### config.mk
export PLATFORM = sky130hd
export DESIGN_NAME = brightness_ramp_controller
export DESIGN_NICKNAME = d
export VERILOG_FILES = /design/src/rtl/brightness_ramp_controller_pkg.sv /design/src/rtl/pwm_generator.sv /design/src/rtl/brightness_ramp_controller.sv
export SDC_FILE = /design/constraint.sdc
export NUM_CORES = 1
export LEC_CHECK = 0
export CAP_MARGIN = 5
export CORE_ASPECT_RATIO = 0.75
export CORE_MARGIN = 5
export CORE_UTILIZATION = 40
export CTS_BUF_LIST = sky130_fd_sc_hd__clkbuf_8
export DETAILED_ROUTE_END_ITERATION = 7
export HOLD_SLACK_MARGIN = 0.03
export PLACE_DENSITY_LB_ADDON = 0.3
export SLEW_MARGIN = 20
export SYNTH_ARGS = -nofsm -noshare
export SYNTH_HDL_FRONTEND = slang
export SYNTH_HIERARCHICAL = 1
export SYNTH_SLANG_ARGS = --single-unit
### constraint.sdc
create_clock -name clk_i -period 2.9 [get_ports clk_i]
set_clock_uncertainty 0.2 [all_clocks]
set_input_delay 0.58 -clock clk_i [delete_from_list [all_inputs] [get_ports clk_i]]
set_output_delay 0.58 -clock clk_i [all_outputs]
set_load 0.02 [all_outputs]
### src/rtl/brightness_ramp_controller_pkg.sv
`default_nettype none
// ============================================================================
//  brightness_ramp_controller_pkg
//  Shared types and helpers for the LED brightness ramp controller.
//   - ramp_state_e   : ramp FSM state encoding (2 bits)
//   - brightness_max : largest value representable in a given bit width
//  Revision: 1.0 - initial release
// ============================================================================
package brightness_ramp_controller_pkg;

  typedef enum logic [1:0] {
    IDLE      = 2'd0,
    RAMP_UP   = 2'd1,
    RAMP_DOWN = 2'd2
  } ramp_state_e;

  function automatic int brightness_max(input int width);
    return (1 << width) - 1;
  endfunction

endpackage
`default_nettype wire

### src/rtl/pwm_generator.sv
`default_nettype none
// ============================================================================
//  pwm_generator
//  Free-running PWM with a shadowed duty register. The duty value is only
//  picked up at the start of a period, so a change mid-period never produces
//  a runt or stretched pulse on the LEDs.
//  Ports:
//   clk_i   in   1               system clock
//   rst_i   in   1               reset, asynchronous, active-low
//   duty_i  in   PWM_VALUE_SIZE  requested duty (0 = off, MAX = on)
//   leds_o  out  LED_COUNT       PWM output, all bits identical
//  Revision: 1.0 - initial release
// ============================================================================
module pwm_generator
  import brightness_ramp_controller_pkg::*;
#(
  parameter int PWM_VALUE_SIZE = 8,
  parameter int LED_COUNT      = 8
) (
  input  logic                      clk_i,
  input  logic                      rst_i,
  input  logic [PWM_VALUE_SIZE-1:0] duty_i,
  output logic [LED_COUNT-1:0]      leds_o
);

  // Counter runs 0..MAX-1, so a period is MAX cycles and a shadow of MAX
  // compares true on every count (constantly on).
  localparam logic [PWM_VALUE_SIZE-1:0] CNT_LAST =
    PWM_VALUE_SIZE'(brightness_max(PWM_VALUE_SIZE) - 1);

  logic [PWM_VALUE_SIZE-1:0] cnt_q, cnt_d;
  logic [PWM_VALUE_SIZE-1:0] shadow_q, shadow_d;

  always_comb begin
    cnt_d    = cnt_q + PWM_VALUE_SIZE'(1);
    shadow_d = shadow_q;
    if (cnt_q == CNT_LAST) begin
      cnt_d    = '0;
      shadow_d = duty_i;
    end
  end

  always_ff @(posedge clk_i or negedge rst_i) begin
    if (!rst_i) begin
      cnt_q    <= '0;
      shadow_q <= '0;
    end else begin
      cnt_q    <= cnt_d;
      shadow_q <= shadow_d;
    end
  end

  assign leds_o = {LED_COUNT{cnt_q < shadow_q}};

endmodule
`default_nettype wire

### src/rtl/brightness_ramp_controller.sv
`default_nettype none
// ============================================================================
//  brightness_ramp_controller
//  Owns the LED brightness target, arbitrates encoder step pulses against an
//  absolute set request, and fades the PWM duty toward the target one LSB
//  per ramp tick.
//  Ports:
//   clk_i        in   1               system clock
//   rst_i        in   1               reset, async assert / sync release, active-low
//   inc_i        in   1               step pulse: target += BRIGHTNESS_INC (saturating)
//   dec_i        in   1               step pulse: target -= BRIGHTNESS_INC (saturating)
//   set_valid_i  in   1               absolute set request
//   set_value_i  in   PWM_VALUE_SIZE  requested target
//   set_ready_o  out  1               high while idle; set accepted on valid & ready
//   target_o     out  PWM_VALUE_SIZE  current target brightness
//   duty_o       out  PWM_VALUE_SIZE  current ramping duty
//   busy_o       out  1               high while a fade is in progress
//   leds_o       out  LED_COUNT       PWM outputs
//  Revision: 1.0 - initial release
// ============================================================================
module brightness_ramp_controller
  import brightness_ramp_controller_pkg::*;
#(
  parameter int CLOCK_FREQ_MHZ = 100,
  parameter int RAMP_STEP_US   = 10,
  parameter int PWM_VALUE_SIZE = 8,
  parameter int BRIGHTNESS_INC = 10,
  parameter int LED_COUNT      = 8
) (
  input  logic                      clk_i,
  input  logic                      rst_i,
  input  logic                      inc_i,
  input  logic                      dec_i,
  input  logic                      set_valid_i,
  input  logic [PWM_VALUE_SIZE-1:0] set_value_i,
  output logic                      set_ready_o,
  output logic [PWM_VALUE_SIZE-1:0] target_o,
  output logic [PWM_VALUE_SIZE-1:0] duty_o,
  output logic                      busy_o,
  output logic [LED_COUNT-1:0]      leds_o
);

  localparam int W           = PWM_VALUE_SIZE;
  localparam int TICK_CYCLES = CLOCK_FREQ_MHZ * RAMP_STEP_US;
  localparam int TICK_W      = (TICK_CYCLES > 1) ? $clog2(TICK_CYCLES) : 1;
  localparam logic [TICK_W-1:0] TICK_LAST = TICK_W'(TICK_CYCLES - 1);
  localparam logic [W:0]        INC_EXT   = (W+1)'(BRIGHTNESS_INC);
  localparam logic [W:0]        MAX_EXT   = (W+1)'(brightness_max(W));

  // Reset synchronizer: assertion propagates immediately, release is
  // aligned to clk_i so no flop sees reset removal near an edge.
  logic [1:0] rst_sync_q;
  logic       rst_n;

  always_ff @(posedge clk_i or negedge rst_i) begin
    if (!rst_i) begin
      rst_sync_q <= 2'b00;
    end else begin
      rst_sync_q <= {rst_sync_q[0], 1'b1};
    end
  end

  assign rst_n = rst_sync_q[1];

  ramp_state_e       state_q, state_d;
  logic [W-1:0]      target_q, target_d;
  logic [W-1:0]      duty_q, duty_d;
  logic [TICK_W-1:0] tick_q, tick_d;
  logic              busy_q;
  logic              set_accept;
  logic              tick_done;
  logic [W:0]        sum_ext;
  logic [W:0]        diff_ext;

  // Target arbitration: an accepted set wins; inc and dec together cancel.
  // Step arithmetic is one bit wider so overflow/borrow is visible for
  // saturation.
  always_comb begin
    set_accept = set_valid_i && (state_q == IDLE);
    sum_ext    = {1'b0, target_q} + INC_EXT;
    diff_ext   = {1'b0, target_q} - INC_EXT;
    target_d   = target_q;
    if (set_accept) begin
      target_d = set_value_i;
    end else if (inc_i && !dec_i) begin
      target_d = (sum_ext > MAX_EXT) ? MAX_EXT[W-1:0] : sum_ext[W-1:0];
    end else if (dec_i && !inc_i) begin
      target_d = diff_ext[W] ? '0 : diff_ext[W-1:0];
    end
  end

  // Direction is re-derived every cycle from the incoming target so an
  // encoder retarget mid-fade can reverse or stop the ramp. The tick
  // counter keeps running across retargets and is only zeroed while idle.
  always_comb begin
    tick_done = (tick_q == TICK_LAST);
    duty_d    = duty_q;
    tick_d    = tick_q;

    if (target_d > duty_q) begin
      state_d = RAMP_UP;
    end else if (target_d < duty_q) begin
      state_d = RAMP_DOWN;
    end else begin
      state_d = IDLE;
    end

    case (state_q)
      IDLE: begin
        tick_d = '0;
      end
      RAMP_UP, RAMP_DOWN: begin
        tick_d = tick_done ? '0 : tick_q + TICK_W'(1);
        // Step guarded against the new target so a same-cycle retarget
        // can never push duty past it.
        if (tick_done) begin
          if ((state_q == RAMP_UP) && (duty_q < target_d)) begin
            duty_d = duty_q + W'(1);
          end else if ((state_q == RAMP_DOWN) && (duty_q > target_d)) begin
            duty_d = duty_q - W'(1);
          end
        end
      end
      default: begin
        state_d = IDLE;
        tick_d  = '0;
      end
    endcase
  end

  always_ff @(posedge clk_i or negedge rst_n) begin
    if (!rst_n) begin
      state_q  <= IDLE;
      target_q <= '0;
      duty_q   <= '0;
      tick_q   <= '0;
      busy_q   <= 1'b0;
    end else begin
      state_q  <= state_d;
      target_q <= target_d;
      duty_q   <= duty_d;
      tick_q   <= tick_d;
      busy_q   <= (state_d != IDLE);
    end
  end

  assign set_ready_o = (state_q == IDLE);
  assign busy_o      = busy_q;
  assign target_o    = target_q;
  assign duty_o      = duty_q;

  pwm_generator #(
    .PWM_VALUE_SIZE (PWM_VALUE_SIZE),
    .LED_COUNT      (LED_COUNT)
  ) u_pwm (
    .clk_i  (clk_i),
    .rst_i  (rst_n),
    .duty_i (duty_q),
    .leds_o (leds_o)
  );

endmodule
`default_nettype wire
* Yosys cells after proc, flatten, opt, wreduce, memory -nomap -nowiden *
Cells that the tools add are included.

cells by class
  add/sub/neg operators = 6
  order comparisons = 6
  eq/ne operators = 4
  muxes and demuxes = 13
  reductions and logical operators = 13

operator list
  operator                                             count
  two-way mux 8 bit                                    8
  less-than comparator 8 bit                           3
  two-way mux 10 bit                                   2
  adder 8 x 1 -> 8 bit (second input constant)         2
  > comparator 8 bit                                   2
  adder 10 x 1 -> 10 bit (second input constant)       1
  == test 10 bit (second input constant)               1
  adder 8 x 4 -> 9 bit (second input constant)         1
  > comparator 9 x 8 -> 1 bit (second input constant)  1
  subtractor 8 x 4 -> 9 bit (second input constant)    1
  == test 8 bit (second input constant)                1
  subtractor 8 x 1 -> 8 bit (second input constant)    1
  two-way mux 2 bit                                    3
  logical AND 1 bit                                    5
  nonzero test 2 bit                                   2
  AND reduction 3 bit                                  1
  OR reduction 3 bit                                   1
  == test 2 x 1 -> 1 bit (second input constant)       1
  == test 2 bit (second input constant)                1
  zero test 1 bit                                      2
  zero test 2 bit                                      1
  OR reduction 2 bit                                   1

storage, ports and cells
  flip-flop bits (word level) = 47

* Depth between registers and ports, before layout *
  word-level depth = 10
  mapped depth = 22

* Hierarchy *
The synthesis kept the hierarchy.

by module, submodules not included
  module                      instances  cells each  area an instance (µm²)
  brightness_ramp_controller  1          254         2328.5
  pwm_generator               1          86          965.9

* Worst setup path after synthesis *
No wires, ideal clock.

  path type = register to register
  start = reg target_q[1] (netlist: target_o[1])
  end = reg duty_q[6] (netlist: duty_o[6])
  library setup time = 65 ps
  arrival time = 4516 ps
  data required time = 2635 ps
  setup slack = -1881 ps
  cell stages (with the launch flop) = 23
  buffers on the path = 1
  period minus slack after synthesis = 4781 ps
  path through = dfrtp_1 inv_1 ha_1 inv_1 o2111ai_1 and3b_1 a31oi_1 and3_1 o31a_1 ha_1 nor2b_1 o211ai_1 a21oi_1 and3b_1 buf_2 inv_1 ha_1 nor2b_1 o21ai_1 a21boi_0 or4b_2 nand3_1 mux2_2

between the ends
  cells in the longest elaborated chain, start to end = 9
  elaborated cells between the ends (all ways) = 15

RTL lines
  element                                                                   line                                                                  text
  start: declaration                                                        brightness_ramp_controller.sv:66                                      logic [W-1:0] target_q, target_d;
  start signal: assignment                                                  brightness_ramp_controller.sv:140                                     target_q <= target_d;
  adder 8 x 4 -> 9 bit / subtractor 8 x 4 -> 9 bit (equally long branches)  brightness_ramp_controller.sv:80, brightness_ramp_controller.sv:81
  > comparator 9 x 8 -> 1 bit / two-way mux 8 bit (equally long branches)   brightness_ramp_controller.sv:86, brightness_ramp_controller.sv:88
  two-way mux 8 bit (on tied branches)                                      brightness_ramp_controller.sv:86, brightness_ramp_controller.sv:87
  two-way mux 8 bit *                                                       brightness_ramp_controller.sv:85                                      end else if (inc_i && !dec_i) begin
  two-way mux 8 bit *                                                       brightness_ramp_controller.sv:83                                      if (set_accept) begin
  less-than comparator 8 bit / > comparator 8 bit (equally long branches)   brightness_ramp_controller.sv:117, brightness_ramp_controller.sv:119
  logical AND 1 bit (on tied branches)                                      brightness_ramp_controller.sv:117, brightness_ramp_controller.sv:119
  nonzero test 2 bit (no source line)                                       --
  AND reduction 3 bit (no source line)                                      --
  end signal: assignment                                                    brightness_ramp_controller.sv:141                                     duty_q <= duty_d;
  end: declaration                                                          brightness_ramp_controller.sv:67                                      logic [W-1:0] duty_q, duty_d;

Mark *: on every way between the ends. The rest lies on a longest branch, timed or not.
A chain may end at the register's enable or synchronous reset.

* Worst setup path after layout *
Ends and elaborated chain as after synthesis.

==> metrics.cfg <==
[global_route]
grt_usage_pct = 17.0
antenna_found_initial = 0
grt_max_degree = 46
grt_pass1_wl_um = 13600
grt_pass1_vias = 2735
grt.overflow.total = 0

[sta]
rsz0062_at_grt = yes
finalSetupTns_ns = -11.63
slew_headroom_pct = 58.7
drv_slew = 0
tightestPinTransition_ns = 0.615
hold_viol_final = 0
clock.fmax_mhz = 225
min_period_over_period_pct = 153
period_minus_slack_ns = 4.44
final-setup-viol-count = 11
worst_slack_ns = -1.54
holdWs_ns = 0.147

[finish]
fin_util_pct = 58.5
fin_cells = 558
nNetsFinal = 497
fill_cells = 677
layout-drive-gt1-share_pct = 36.6
mostFrequentLayoutCell = buf_4
regArea_sq_mm = 0.00118
synthToLayoutAreaGrowth_pct = 41.3
multi_input_area_sq_mm = 0.00217
final_cell_mix = buf_4 (79), dfrtp_1 (43), nor2_1 (30), clkdlybuf4s50_1 (30), ha_1 (25)
antenna_cells = 0

[clocking]
cts.sinks = 47
clockRootBuffer = clkbuf_8
cts-buffers-inserted = 5
clkLatencyLatePin_ns = 0.30
cts_max_level = 2
clockBufferDepth = 2
cts_tree = done
cts.reportedPaths.clkPinSlew_ns = 0.09

[power]
power_frac_seq_pct = 21.4
ir_drop_mv = 0.514
switching_share_pct = 41.2
clkPwrFrac_pct = 8.8
power_leakage_nw = 2.09
p_int_mw = 2.57
powerDensity_mw_per_mm2 = 940
switchingPower_mw = 1.80
combinationalPowerShare_pct = 69.8

[synth]
synth.area.top_cells = dfrtp_1 (36%), ha_1 (12%), nor2_1 (3.5%), xnor2_1 (3.5%), mux2_2 (3.1%)
netlist.area_leader.share_pct = 35.7
synthDistinctLibCells = 64
syn_inst = 340
synth-seq-area-share_pct = 35.7
synth_ff_type = dfrtp_1
synth-edff-count = 0
yosysWarnings = 6
syn-num-nets = 385
netlist_area_sq_mm = 0.00329
synth-seq-cells = 47
avgSynthCellArea_sq_um = 9.69
synthArstFlopShare_pct = 100
yosys.area.top_type = dfrtp_1

[setup_path]
crit_start = target_o[1]
crit_type = flip-flop to flip-flop
slowest_stage = or4b_4
critPathMaxFanout = 5
critPathCaptureType = flip-flop
r2r_start = target_o[1]
slowest_delay_ns = 0.49
critPathCapture = duty_o[6]
rr_worst_depth = 20
worstPathRequired_ns = 2.95
worstReg2RegEnd = duty_o[6]
crit_arrival_ns = 4.49
start_kind = flip-flop
cp_cell_sequence = ha_4, xnor2_4, o2111ai_2, and3b_2, a31oi_4, and3_4, o31a_1, ha_1, nor2b_1, o211ai_1, a21oi_2, and3b_2, inv_6, ha_4, nor2b_2, o21ai_2, a21boi_2, or4b_4, nand3_2, mux2_2
r2r_setup_slack_ns = -1.54

[floorplan]
core_sq_mm = 0.00795
io-pin-count = 39
initial_utilization_pct = 41.4
dieWidth_um = 115
dieHeight_um = 88.6
num_rows = 28
dieArea_sq_mm = 0.0102

[routing]
vias = 2874
drc = 0
wire_per_inst_um = 14.9
viasPerCell = 5.15
antenna_left = 0
routed_wl_um = 8310
first_pass_iters = 4
drtIter0Drc = 105

[flow_run]
cap_violations = 0

[placement]
io_buffers = 38
dp_hpwl_um = 6210
gp_congestion = 0.931
dpl.cell_count = 541

[run_status]
run_status = finished, violations left
failed_checks = setup timing

[min_path]
holdCritPathClass = flip-flop to asynchronous set/reset pin

[state kept, by name (all words and copies together), names as in the netlist]
| signal | cells |
|---|---|
| state_q | 2 |
| u_pwm/shadow_q | 8 |
| busy_o | 1 |
| duty_o | 8 |
| target_o | 8 |
| rst_sync_q | 2 |
| tick_q | 10 |
| u_pwm/cnt_q | 8 |
[metal layers]
metal | GRT usage (%) | share of wire [%] | vias to the layer above
met2 | 25.7 | 45 | 59
met4 | 2.99 | 0.64 | 0
met1 | 24.9 | 49 | 1382
li1 | - | - | 1425
met3 | 4.37 | 5.7 | 8
met5 | 0 | 0 | -
[per-stage QoR]
step,total power [mW],worst slack [ns],instance area [sq um]
2_1_floorplan,2.50,-1.36,3390
3_3_place_gp,3.46,-1.79,4320
3_5_place_dp,3.50,-1.88,4320
4_1_cts,4.23,-1.49,4570
5_1_grt,4.71,-1.70,4660
6_report,4.38,-1.54,4660
[power groups by stage]
stage                     logic (mW)  registers, mW  clock network, mW
final                           3.06          0.936              0.387
after global routing            3.32          0.960              0.429
after CTS                       2.89          0.935              0.401
after detailed placement        2.56          0.939                  0
after global placement          2.52          0.935                  0
after floorplan                 1.46           1.04                  0
[worst min path at each step]
stage | startpoint | endpoint | slack (ns) | cells past startpoint
2_1_floorplan | rst_i | rst_sync_q[0] | 0.08 | 0
3_3_place_gp | rst_sync_q[0] | rst_sync_q[1] | 0.14 | 0
3_5_place_dp | rst_sync_q[0] | rst_sync_q[1] | 0.14 | 0
4_1_cts | rst_sync_q[0] | rst_sync_q[1] | 0.16 | 0
5_1_grt | rst_sync_q[0] | rst_sync_q[1] | 0.17 | 0
6_report | rst_sync_q[1] | u_pwm/shadow_q[0] | 0.15 | 0
[kinds of logic after synthesis]
family                     count (synthesis)  share of synthesized area [%]
AOI/OAI and AO/OA                         74                           15.8
xor gates and xnor gates                  18                           4.79
adders and majority gates                 32                           12.4
buffers and inverters                     40                           6.84
DFF                                       47                           35.7
muxes                                     18                           6.72
other                                      1                          0.114
and+or+nand+nor                          110                           17.7
[worst max-delay path: cells and delay by family, from the launching register on]
| kind | cells | cell delay, ns |
|---|---|---|
| buffers and inverters | 1 | 0.07 |
| and+or+nand+nor | 7 | 1.62 |
| adders and majority gates | 3 | 0.71 |
| DFF | 1 | 0.48 |
| xor gates and xnor gates | 1 | 0.15 |
| AOI/OAI and AO/OA | 7 | 1.01 |
| muxes | 1 | 0.13 |
[synth_stat cells, types with 3 or more instances]
cell type,n
a21o_1,5
a21oi_1,15
inv_1,23
nor2_1,31
o21ai_0,17
nor2b_1,7
nand3_1,11
dfrtp_1,47
a31oi_1,3
nand4_1,6
or3_1,5
mux2i_1,3
buf_4,9
buf_6,3
nand2b_1,3
nand2_1,20
mux2_4,6
and3_1,3
ha_1,31
o21a_1,4
mux2_2,9
xor2_1,5
nor3_1,6
xnor2_1,13
[final cells by class]
class                           count  share of cell area, %
Sequential cell                    47                   25.4
Clock buffer                        5                   1.48
Clock inverter                      3                  0.349
Timing Repair Buffer              122                   21.4
Tap cell                          105                   2.82
Multi-Input combinational cell    253                   46.5
Inverter                           23                   2.02
[what timing repair did]
action | 4_1_cts | 5_1_grt
pin swaps | 20 | 4
hold buffers | 0 | 0
gates resized for setup | 36 | 29
buffers inserted | 4 | 6
cloned | 0 | 0
setup endpoints to repair | 19 | 19
hold endpoints to repair | 0 | 0
(Power assumes the default switching activity.)
